### src/rtl/pwm_audio_pkg.sv
// Shared definitions for the PWM audio sample path.
// Contents: PWM_W (level width), PERIOD (counter period), IDLE_LEVEL_DEFAULT
// (midscale level), sched_state_t (scheduler FSM states), pick_level().
package pwm_audio_pkg;

    localparam int unsigned PWM_W  = 11;
    localparam int unsigned PERIOD = 2048;

    localparam logic [PWM_W-1:0] IDLE_LEVEL_DEFAULT = 11'd1024;

    typedef enum logic [1:0] {
        IDLE  = 2'd0,
        PRIME = 2'd1,
        RUN   = 2'd2
    } sched_state_t;

    // Selects the idle level when forced, otherwise the sample.
    function automatic logic [PWM_W-1:0] pick_level(
        input logic             force_idle,
        input logic [PWM_W-1:0] sample,
        input logic [PWM_W-1:0] idle_level
    );
        return force_idle ? idle_level : sample;
    endfunction

endpackage

### src/rtl/pwm_sample_scheduler_if.sv
// Sample stream handshake between a producer and the scheduler.
// Signals: s_valid (sample offered), s_data (11-bit unsigned sample),
// s_ready (scheduler can take a sample this cycle).
// Modports: master drives valid/data, slave drives ready.
interface pwm_sample_scheduler_if;
    import pwm_audio_pkg::*;

    logic             s_valid;
    logic [PWM_W-1:0] s_data;
    logic             s_ready;

    modport master (
        output s_valid,
        output s_data,
        input  s_ready
    );

    modport slave (
        input  s_valid,
        input  s_data,
        output s_ready
    );

endinterface

### src/rtl/pwm_sample_fifo.sv
// Small synchronous sample FIFO with show-ahead head output.
// Ports: clk, rst_n (async active-low), push/pop requests, flush (clears all
// entries, wins over push and pop), din, dout (current head), count
// (occupancy 0..DEPTH), full, empty.
module pwm_sample_fifo #(
    parameter int unsigned DEPTH = 4,
    parameter int unsigned PWM_W = 11
) (
    input  logic                         clk,
    input  logic                         rst_n,
    input  logic                         push,
    input  logic                         pop,
    input  logic                         flush,
    input  logic [PWM_W-1:0]             din,
    output logic [PWM_W-1:0]             dout,
    output logic [$clog2(DEPTH+1)-1:0]   count,
    output logic                         full,
    output logic                         empty
);

    localparam int unsigned CNT_W = $clog2(DEPTH + 1);
    localparam int unsigned PTR_W = (DEPTH > 1) ? $clog2(DEPTH) : 1;

    logic [PWM_W-1:0] r_mem [DEPTH];
    logic [PTR_W-1:0] r_wr_ptr;
    logic [PTR_W-1:0] r_rd_ptr;
    logic [CNT_W-1:0] r_count;
    logic             w_push_ok;
    logic             w_pop_ok;

    // Pointer advance that wraps at DEPTH, so non-power-of-two depths work.
    function automatic logic [PTR_W-1:0] ptr_inc(input logic [PTR_W-1:0] p);
        return (p == PTR_W'(DEPTH - 1)) ? '0 : p + PTR_W'(1);
    endfunction

    assign full      = (r_count == CNT_W'(DEPTH));
    assign empty     = (r_count == '0);
    assign w_push_ok = push && !full && !flush;
    assign w_pop_ok  = pop && !empty && !flush;
    assign dout      = r_mem[r_rd_ptr];
    assign count     = r_count;

    // Storage; contents are don't-care until written.
    always_ff @(posedge clk) begin
        if (w_push_ok) begin
            r_mem[r_wr_ptr] <= din;
        end
    end

    // Pointers and occupancy.
    always_ff @(posedge clk or negedge rst_n) begin
        if (!rst_n) begin
            r_wr_ptr <= '0;
            r_rd_ptr <= '0;
            r_count  <= '0;
        end else if (flush) begin
            r_wr_ptr <= '0;
            r_rd_ptr <= '0;
            r_count  <= '0;
        end else begin
            if (w_push_ok) begin
                r_wr_ptr <= ptr_inc(r_wr_ptr);
            end
            if (w_pop_ok) begin
                r_rd_ptr <= ptr_inc(r_rd_ptr);
            end
            case ({w_push_ok, w_pop_ok})
                2'b10:   r_count <= r_count + CNT_W'(1);
                2'b01:   r_count <= r_count - CNT_W'(1);
                default: r_count <= r_count;
            endcase
        end
    end

endmodule

### src/rtl/pwm_sample_scheduler.sv
// Buffers incoming samples and hands one to the PWM generator per PWM period.
// Ports: clk, rst_n (async assert, synchronised release), enable (playback
// request), mute (force idle level, popping continues), s_if (sample
// handshake, slave side), pwm_level (level held for a whole period),
// period_tick (high while the period counter is 0), underflow (one-cycle
// pulse on an empty pop in RUN), fifo_count (occupancy).
module pwm_sample_scheduler
    import pwm_audio_pkg::*;
#(
    parameter int unsigned      DEPTH       = 4,
    parameter int unsigned      PRIME_LEVEL = 2,
    parameter logic [PWM_W-1:0] IDLE_LEVEL  = IDLE_LEVEL_DEFAULT
) (
    input  logic                 clk,
    input  logic                 rst_n,
    input  logic                 enable,
    input  logic                 mute,
    pwm_sample_scheduler_if.slave s_if,
    output logic [PWM_W-1:0]     pwm_level,
    output logic                 period_tick,
    output logic                 underflow,
    output logic [2:0]           fifo_count
);

    localparam int unsigned CNT_W = $clog2(DEPTH + 1);

    logic [1:0]       r_rst_sync;
    logic             w_rst_n;

    logic [PWM_W-1:0] r_cnt;
    logic             r_cnt_live;
    logic             r_tick;
    logic             w_boundary;

    sched_state_t     r_state;
    sched_state_t     w_state_next;
    logic [PWM_W-1:0] r_level;
    logic [PWM_W-1:0] w_level_next;
    logic             r_underflow;
    logic             w_underflow_next;
    logic             r_s_ready;

    logic             w_push;
    logic             w_pop;
    logic             w_flush;
    logic [PWM_W-1:0] w_head;
    logic [CNT_W-1:0] w_count;
    logic [CNT_W-1:0] w_count_next;
    logic             w_full;
    logic             w_empty;

    // Reset asserts immediately, releases two clocks after rst_n rises.
    always_ff @(posedge clk or negedge rst_n) begin
        if (!rst_n) begin
            r_rst_sync <= '0;
        end else begin
            r_rst_sync <= {r_rst_sync[0], 1'b1};
        end
    end

    assign w_rst_n = r_rst_sync[1];

    // Period counter. The first edge out of reset reloads 0 and raises the
    // tick, so the PWM ramp and this counter start their first period together.
    always_ff @(posedge clk or negedge w_rst_n) begin
        if (!w_rst_n) begin
            r_cnt      <= '0;
            r_cnt_live <= 1'b0;
            r_tick     <= 1'b0;
        end else if (!r_cnt_live) begin
            r_cnt      <= '0;
            r_cnt_live <= 1'b1;
            r_tick     <= 1'b1;
        end else begin
            r_cnt      <= r_cnt + PWM_W'(1);
            r_tick     <= (r_cnt == PWM_W'(PERIOD - 1));
        end
    end

    // Boundary = the edge on which cnt wraps from its last value to 0.
    assign w_boundary = r_cnt_live && (r_cnt == PWM_W'(PERIOD - 1));

    // Accept only against the registered ready, so a full FIFO refuses a push
    // even when a pop happens on the same edge.
    assign w_push = s_if.s_valid && r_s_ready && !w_full;

    pwm_sample_fifo #(
        .DEPTH (DEPTH),
        .PWM_W (PWM_W)
    ) u_fifo (
        .clk   (clk),
        .rst_n (w_rst_n),
        .push  (w_push),
        .pop   (w_pop),
        .flush (w_flush),
        .din   (s_if.s_data),
        .dout  (w_head),
        .count (w_count),
        .full  (w_full),
        .empty (w_empty)
    );

    // Next state, FIFO control and next output level.
    always_comb begin
        w_state_next     = r_state;
        w_pop            = 1'b0;
        w_flush          = 1'b0;
        w_level_next     = r_level;
        w_underflow_next = 1'b0;
        case (r_state)
            IDLE: begin
                w_flush      = 1'b1;
                w_level_next = IDLE_LEVEL;
                if (enable) begin
                    w_state_next = PRIME;
                end
            end
            PRIME: begin
                if (w_boundary) begin
                    if (!enable) begin
                        w_state_next = IDLE;
                        w_flush      = 1'b1;
                        w_level_next = IDLE_LEVEL;
                    end else if (w_count >= CNT_W'(PRIME_LEVEL)) begin
                        w_state_next = RUN;
                        w_pop        = !w_empty;
                        w_level_next = pick_level(mute || w_empty, w_head, IDLE_LEVEL);
                    end
                end
            end
            RUN: begin
                if (w_boundary) begin
                    if (!enable) begin
                        w_state_next = IDLE;
                        w_flush      = 1'b1;
                        w_level_next = IDLE_LEVEL;
                    end else if (w_empty) begin
                        w_level_next     = IDLE_LEVEL;
                        w_underflow_next = 1'b1;
                    end else begin
                        w_pop        = 1'b1;
                        w_level_next = pick_level(mute, w_head, IDLE_LEVEL);
                    end
                end
            end
            default: begin
                w_state_next = IDLE;
                w_flush      = 1'b1;
                w_level_next = IDLE_LEVEL;
            end
        endcase
    end

    // Occupancy after this edge, used to register s_ready.
    always_comb begin
        w_count_next = w_count;
        if (w_flush) begin
            w_count_next = '0;
        end else if (w_push && !w_pop) begin
            w_count_next = w_count + CNT_W'(1);
        end else if (!w_push && w_pop) begin
            w_count_next = w_count - CNT_W'(1);
        end
    end

    // State and output registers.
    always_ff @(posedge clk or negedge w_rst_n) begin
        if (!w_rst_n) begin
            r_state     <= IDLE;
            r_level     <= IDLE_LEVEL;
            r_underflow <= 1'b0;
            r_s_ready   <= 1'b0;
        end else begin
            r_state     <= w_state_next;
            r_level     <= w_level_next;
            r_underflow <= w_underflow_next;
            r_s_ready   <= (w_state_next != IDLE) && (w_count_next < CNT_W'(DEPTH));
        end
    end

    assign s_if.s_ready = r_s_ready;
    assign pwm_level    = r_level;
    assign period_tick  = r_tick;
    assign underflow    = r_underflow;
    assign fifo_count   = 3'(w_count);

endmodule

### src/flat_wrapper.sv
// flat-port wrapper written by rule: the top's interface ports become plain ports
module pwm_sample_scheduler_flat import pwm_audio_pkg::*;
#(
    parameter int unsigned      DEPTH       = 4,
    parameter int unsigned      PRIME_LEVEL = 2,
    parameter logic [PWM_W-1:0] IDLE_LEVEL  = IDLE_LEVEL_DEFAULT
)
  (clk, rst_n, enable, mute, pwm_level, period_tick, underflow, fifo_count, s_if_s_valid, s_if_s_data, s_if_s_ready);
  pwm_sample_scheduler_if s_if_i ();
  input  logic clk;
  input  logic rst_n;
  input  logic enable;
  input  logic mute;
  output logic [PWM_W-1:0] pwm_level;
  output logic period_tick;
  output logic underflow;
  output logic [2:0] fifo_count;
  input wire logic [$bits(s_if_i.s_valid)-1:0] s_if_s_valid;
  input wire logic [$bits(s_if_i.s_data)-1:0] s_if_s_data;
  output wire logic [$bits(s_if_i.s_ready)-1:0] s_if_s_ready;
  assign s_if_i.s_valid = s_if_s_valid;
  assign s_if_i.s_data = s_if_s_data;
  assign s_if_s_ready = s_if_i.s_ready;
  pwm_sample_scheduler #(.DEPTH(DEPTH), .PRIME_LEVEL(PRIME_LEVEL), .IDLE_LEVEL(IDLE_LEVEL)) u_core (.clk(clk), .rst_n(rst_n), .enable(enable), .mute(mute), .s_if(s_if_i), .pwm_level(pwm_level), .period_tick(period_tick), .underflow(underflow), .fifo_count(fifo_count));
endmodule
### config.mk
export PLATFORM = sky130hd
export DESIGN_NAME = pwm_sample_scheduler_flat
export DESIGN_NICKNAME = d
export VERILOG_FILES = /design/src/rtl/pwm_audio_pkg.sv /design/src/rtl/pwm_sample_scheduler_if.sv /design/src/rtl/pwm_sample_fifo.sv /design/src/rtl/pwm_sample_scheduler.sv /design/src/flat_wrapper.sv
export SDC_FILE = /design/constraint.sdc
export NUM_CORES = 1
export LEC_CHECK = 0
export BUFFER_PORTS_ARGS = -buffer_cell sky130_fd_sc_hd__buf_2
export CAP_MARGIN = 20
export CORE_ASPECT_RATIO = 1.25
export CORE_UTILIZATION = 47
export CTS_CLUSTER_SIZE = 12
export DETAILED_ROUTE_END_ITERATION = 16
export PLACE_DENSITY = 0.68
export SKIP_CTS_REPAIR_TIMING = 1
export SLEW_MARGIN = 10
export SYNTH_ARGS = -nofsm -noshare
export SYNTH_HDL_FRONTEND = slang
export SYNTH_HIERARCHICAL = 1
export SYNTH_SLANG_ARGS = --single-unit
### constraint.sdc
create_clock -name clk -period 2.1 [get_ports clk]
set_input_delay 0.21 -clock clk [delete_from_list [all_inputs] [get_ports clk]]
set_output_delay 0.21 -clock clk [all_outputs]
set_load 0.05 [all_outputs]
### Word level (Yosys, flattened, before mapping)

Memories as Yosys holds them, arrays and structs flattened.
Cells that the tools add are included.

* $add $sub $neg: 5
* $mul: 0
* divide/modulo/power cells: 0
* $lt $le $gt $ge: 2
* eq/ne operators: 11
* shift-type cells: 0
* multiplexer cells: 45
* bitwise gates (word level): 0
* reduce and logical (&&, ||, !) cells: 24

Operators with widths (count)
* 11-bit 2-to-1 mux: 9
* 2-bit 2-to-1 mux: 12
* 11-bit one-hot mux with 2 select lines: 1
* 1-bit 2-to-1 mux: 16
* 3-bit 2-to-1 mux: 4
* 11-bit by 1-bit adder with 11-bit output, second input constant: 1
* 11-bit equality test, second input constant: 1
* 1-bit logical AND: 10
* 2-bit equality test, second input constant: 4
* 2-bit one-hot mux with 3 select lines: 1
* 3-bit one-hot mux with 2 select lines: 1
* 2-bit nonzero test: 3
* 1-bit zero test: 5
* 2-bit by 1-bit adder with 2-bit output, second input constant: 2
* 2-bit by 1-bit equality test with 1-bit output, second input constant: 2
* 2-bit by 1-bit inequality test with 1-bit output, second input constant: 2
* 3-bit by 1-bit adder with 3-bit output, second input constant: 1
* 3-bit equality test, second input constant: 1
* 3-bit by 2-bit >= comparator with 1-bit output, second input constant: 1
* 3-bit zero test: 1
* 3-bit less-than comparator, second input constant: 1
* 3-bit by 2-bit inequality test with 1-bit output, second input constant: 1
* 3-bit AND reduction: 1
* 3-bit nonzero test: 1
* 5 further kinds: 5

* bits in registers: 37
* latch bits: 0
* memory bits (writable): 44
* memory bits (read-only): 0
* input port bits: 16
* logic and storage cells: 99
* memories: 1

Memory list
* u_core.u_fifo.r_mem: depth 4, bits a word 11, rd ports 1, clocked after Yosys merged registers in 0, write ports 1, RTL line pwm_sample_fifo.sv:24 `logic [PWM_W-1:0] r_mem [DEPTH];`

### Depth between registers and ports, before layout

* depth after elaboration: 12
* depth in mapped cells: 13
* depth with buffers taken out: 11

### By module

The synthesis kept the hierarchy.

By module, submodules not included
* pwm_sample_fifo: instances 1, cells an instance 119, area each 2139.6 um^2, seq. area each 1496.4 um^2
* pwm_sample_scheduler: instances 1, cells an instance 139, area each 1438.9 um^2, seq. area each 752.0 um^2

### Least setup slack after synthesis

No wires, ideal clock.

* path type: register to register
* start point: register u_core.u_fifo.r_count[2], in the netlist u_core/u_fifo/count[2]
* end point: register u_core.u_fifo.r_count[1], in the netlist u_core/u_fifo/count[1]
* arrival time: 2712 ps
* path slack: -746 ps
* stages on the path, launching flop included: 13
* clock period less this slack: 2846 ps
* cells stage by stage: dfrtp_1 > buf_2 > nor3_1 > inv_1 > o311ai_1 > nor2_1 > buf_2 > o21ai_1 > a211oi_1 > fa_1 > o311a_1 > a21oi_1 > nor3_1

* word-level cells in the longest chain between the ends: 11
* elaborated cells between the ends (all ways): 22
* classes of those cells: 1 x order compare; 3 x eq/ne; 9 x mux; 9 x reduce/logical

Ends and longest elaborated chain
* from (decl): RTL line pwm_sample_fifo.sv:27 `logic [CNT_W-1:0] r_count;`
* from (signal assigned): RTL line pwm_sample_fifo.sv:68 `2'b10: r_count <= r_count + CNT_W'(1);`
* from (signal assigned): RTL line pwm_sample_fifo.sv:69 `2'b01: r_count <= r_count - CNT_W'(1);`
* from (signal assigned): RTL line pwm_sample_fifo.sv:70 `default: r_count <= r_count;`
* 3-bit zero test *: RTL line pwm_sample_fifo.sv:37 `assign empty = (r_count == '0);`
* net u_core.w_empty: RTL line pwm_sample_scheduler.sv:50 `logic w_empty;`
* 1-bit zero test: RTL line pwm_sample_scheduler.sv:126 `w_pop = !w_empty;`
* 1-bit 2-to-1 mux: RTL line pwm_sample_scheduler.sv:124 `end else if (w_count >= CNT_W'(PRIME_LEVEL)) begin`
* 1-bit 2-to-1 mux: RTL line pwm_sample_scheduler.sv:120 `if (!enable) begin`
* 1-bit 2-to-1 mux: RTL line pwm_sample_scheduler.sv:119 `if (w_boundary) begin`
* 1-bit one-hot mux with 2 select lines *: RTL line pwm_sample_scheduler.sv:110 `case (r_state)`
* net u_core.w_pop: RTL line pwm_sample_scheduler.sv:44 `logic w_pop;`
* 1-bit logical AND * (2 in series): RTL line pwm_sample_fifo.sv:39 `assign w_pop_ok = pop && !empty && !flush;`
* 2-bit by 1-bit equality test with 1-bit output / 2-bit equality test (equally long branches): RTL line pwm_sample_fifo.sv:67 `case ({w_push_ok, w_pop_ok})`
* 3-bit one-hot mux with 2 select lines: RTL line pwm_sample_fifo.sv:67
* 3-bit 2-to-1 mux: RTL line pwm_sample_fifo.sv:56 `end else if (flush) begin`

The timed path passes the listed nets; every way through them passes the cells marked *.
A chain may end at the register's enable or synchronous reset.

### Worst setup path after layout

* start point: register u_core.r_cnt[0]
* end point: register u_core.u_fifo.r_count[1], in the netlist u_core/u_fifo/count[1]

* word-level cells in the longest chain between the ends: 9
* elaborated cells between the ends (all ways): 16
* classes of those cells: 3 x eq/ne; 7 x mux; 6 x reduce/logical

Ends and longest elaborated chain
* from (decl): RTL line pwm_sample_scheduler.sv:30 `logic [PWM_W-1:0] r_cnt;`
* from (signal assigned): RTL line pwm_sample_scheduler.sv:75 `r_cnt <= r_cnt + PWM_W'(1);`
* 11-bit equality test *: RTL line pwm_sample_scheduler.sv:81 `assign w_boundary = r_cnt_live && (r_cnt == PWM_W'(PERIOD - 1));`
* 1-bit logical AND *: RTL line pwm_sample_scheduler.sv:81
* 1-bit 2-to-1 mux, on equally long branches: RTL line pwm_sample_scheduler.sv:132, pwm_sample_scheduler.sv:119
* 1-bit one-hot mux with 2 select lines *: RTL line pwm_sample_scheduler.sv:110
* net u_core.w_pop: RTL line pwm_sample_scheduler.sv:44
* 1-bit logical AND * (2 in series): RTL line pwm_sample_fifo.sv:39
* 2-bit by 1-bit equality test with 1-bit output / 2-bit equality test (equally long branches): RTL line pwm_sample_fifo.sv:67
* 3-bit one-hot mux with 2 select lines: RTL line pwm_sample_fifo.sv:67
* 3-bit 2-to-1 mux: RTL line pwm_sample_fifo.sv:56

Marks and branches as above.

==> results_dict.tcl <==
set metrics [dict create \
    status "complete, but fails checks" \
    violations "negative setup slack" \
    crit_buf_inv 0 \
    firstDrtPassIters 4 \
    power_switching_w 0.001234 \
    nets 371 \
    first_global_vias 2285 \
    grt_first_pass_wirelength_mm 10.97 \
    synth_mux_area_frac 0.07203 \
    min_period_over_period 1.052 \
    row_count 35 \
    crit_chain "ha_2, and2_4, nand4_4, nor2_4, o21ai_2, a211oi_2, fa_2, o311a_1, a21oi_1, nor3_1" \
    ios 33 \
    synth_edf_count 44 \
    grt_max_degree 36 \
    synth-xor-area-share 0.03182 \
    gr-total-overflow 0 \
    clockRootBuffer "clkbuf_8" \
    drive_gt1_frac 0.4086 \
    cts_tree "done" \
    finalMaxSlewViolations 0 \
    cts_buffers 9 \
    drcViolationCount 0 \
    leakage_nw 1.895 \
    power.total_w 0.004000 \
    htree_levels 3 \
    p_int_w 0.002766 \
    maxCapViolCount 0 \
    p_per_area_nw_per_um2 878.4 \
    initial_utilization 0.4864 \
    start_kind "flop" \
    synth_compound_area_frac 0.06783 \
    synthDistinctLibCells 54 \
    synth_fa_ha_area_frac 0.03706 \
    n_fill_cell 567 \
    final_util 0.6189 \
    synthCells 258 \
    cts_max_path_buffers 2 \
    sw_frac_of_total 0.3084 \
    synth_async_sr_flop_share 0.4568 \
    fmax_ghz 0.4528 \
    worst_slack_ps -108.5 \
    r2r_start "u_core/r_cnt[0]" \
    ys_seq_area_frac 0.6283 \
    end_kind "flop" \
    synth_area_um2 3578 \
    synth_flop_cell "edfxtp_1" \
    crit_cells 10 \
    fp.dieW_um 80.05 \
    drtIter0Drc 130 \
    grt.total_usage 0.1866 \
    rrSetupSlack_ps -110 \
    clkPwrFrac 0.295 \
    via_count 2361 \
    fin_crit_ps 2208 \
    gp_congestion 0.7730 \
    core_area_um2 7357 \
    r2r_end "u_core/u_fifo/count[1]" \
    multi_input_area_um2 1310 \
    cts_sinks 81 \
    antenna_left 0 \
    clk_latency_ps 350 \
    fp.dieArea_um2 7969 \
    hold_violations 0 \
    cp_max_fo 3 \
    crit_family "adder cells" \
    cp-startpoint "u_core/r_cnt[0]" \
    finalSetupViolCount 2 \
    dp_hpwl_mm 4.578 \
    cp.required_ps 2340 \
    clkTransAtPathRegs_ps 90 \
    cp-endpoint "u_core/u_fifo/count[1]" \
    worstHoldPathType "input port to flop" \
    syn_area_per_cell_um2 13.87 \
    path_class "flop to flop" \
    synth_seq_cells 81 \
    crit_path_max_incr_delay_ps 490 \
    peakVddDrop_mv 0.6011 \
    yosysWarnings 6 \
    wl_per_cell_um 15.64 \
    p_comb_frac 0.238 \
    antenna_cells 0 \
    r2r_cells 10 \
    crit_slowest_cell "fa_2" \
    worstPathArrival_ps 2450 \
    power_frac_seq 0.467 \
    io_buffer_count 32 \
    finalClockSkew_ps 10.19 \
    syn2layout_area_growth_pct 27.24 \
    antenna_found_initial 0 \
    synth-simple-area-share 0.1311 \
    regArea_um2 2252 \
    synth_top_family_by_area "simple AND/OR/NAND/NOR gates" \
    drt-total-wl_mm 6.913 \
    via_per_inst 5.342 \
    rsz0062_at_grt "true" \
    chipHeight_um 99.56 \
]
-- cell type report --
type | instances | area share
clock buffer | 9 | 0.02721
clock inverter | 7 | 0.01869
inverter | 17 | 0.01401
multi-input combinational | 152 | 0.2877
sequential | 81 | 0.4946
tap | 92 | 0.02528
timing repair buffer | 84 | 0.1325
-- layout by cell type (no fill, tap or decap), types with 3 or more instances in the layout --
cell type,count
o21ai_0,11
mux4_2,11
a21oi_1,6
xor2_1,6
inv_1,14
xnor2_1,7
nand3_1,20
and2_2,4
and2_1,11
ha_1,6
and3_1,5
buf_2,32
dfrtp_1,33
nand2_1,3
inv_2,3
nor2_1,7
edfxtp_1,44
buf_12,4
buf_4,47
dfrtp_2,3
clkbuf_8,9
nor3_2,3
nor3_1,5
-- layer usage --
layer	wire, um	vias to the layer above	track usage
met5	0	-	0
met1	2977	1195	0.2322
met2	3681	37	0.3182
li1	-	1121	-
met4	83	0	0.07830
met3	170	8	0.03303
-- cell families (layout without fill, tap and decap cells) --
| kind of cell | Yosys count | count (layout) |
|---|---|---|
| flops | 81 | 81 |
| simple gates | 78 | 78 |
| buf+inv | 26 | 117 |
| compound gates | 37 | 37 |
| other cells | 1 | 2 |
| xor+xnor | 13 | 13 |
| fa+ha+maj | 10 | 10 |
| mux | 12 | 12 |
-- worst min-delay path by stage --
stage                        start                        end  slack (ps)  depth (start not counted)
global route        s_if_s_data[7]  u_core/u_fifo/r_mem[3][7]          60                          1
detailed placement           rst_n       u_core/r_rst_sync[1]          -5                          1
floorplan                    rst_n       u_core/r_rst_sync[0]         -90                          0
global placement             rst_n       u_core/r_rst_sync[0]          -6                          1
finish              s_if_s_data[6]  u_core/u_fifo/r_mem[0][6]          70                          1
CTS                          rst_n       u_core/r_rst_sync[1]        -390                          1
-- synthesized netlist by cell type, drive strengths merged (2+ instances only) --
master | instances | area (um^2)
edfxtp | 44 | 1321
dfrtp | 36 | 900.9
nand3 | 20 | 100.1
inv | 17 | 63.81
and2 | 16 | 101.4
o21ai | 14 | 70.07
mux4 | 11 | 247.7
ha | 9 | 112.6
nor2 | 8 | 30.03
nor3 | 8 | 45.04
and3 | 7 | 50.05
xnor2 | 7 | 61.31
a21oi | 6 | 30.03
buf | 6 | 35.03
xor2 | 6 | 52.55
nand2 | 4 | 15.01
clkbuf | 3 | 11.26
a211oi | 2 | 15.01
a21o | 2 | 15.01
a31oi | 2 | 12.51
and4 | 2 | 18.77
nand2b | 2 | 20.02
nand3b | 2 | 15.01
nand4 | 2 | 18.77
nor3b | 2 | 20.02
o21a | 2 | 15.01
or3 | 2 | 12.51
-- power by group through the flow --
stage | sequential (W) | combinational [W] | clock [W]
floorplan | 0.00202 | 0.000442 | 0
global placement | 0.00190 | 0.000894 | 0
detailed placement | 0.00190 | 0.000912 | 0
CTS | 0.00187 | 0.000913 | 0.00121
global route | 0.00188 | 0.00104 | 0.00127
finish | 0.00187 | 0.000953 | 0.00118
-- state kept, by name (all words and copies together) (netlist names) --
register / flops
u_core/period_tick: 1
u_core/pwm_level: 11
u_core/r_cnt: 11
u_core/r_cnt_live: 1
u_core/r_rst_sync: 2
u_core/r_state: 2
u_core/s_if.s_ready: 1
u_core/u_fifo/count: 3
u_core/u_fifo/r_mem: 44
u_core/u_fifo/r_rd_ptr: 2
u_core/u_fifo/r_wr_ptr: 2
u_core/underflow: 1
-- metrics by stage --
step / cells / worst slack (ps) / cell area (um^2) / hold WS [ps] / TNS (ps)
5_1_grt: 442 / -207.9 / 4553 / 63.73 / -2380
3_3_place_gp: 420 / -95.63 / 4242 / -6.142 / -4180
6_report: 442 / -108.5 / 4553 / 69.13 / -169.7
2_1_floorplan: 259 / -330.4 / 3627 / -85.59 / -639.8
3_5_place_dp: 420 / -178.9 / 4242 / -5.041 / -6988
4_1_cts: 436 / -193.0 / 4451 / -390.2 / -7461
(Power assumes the default switching activity.)
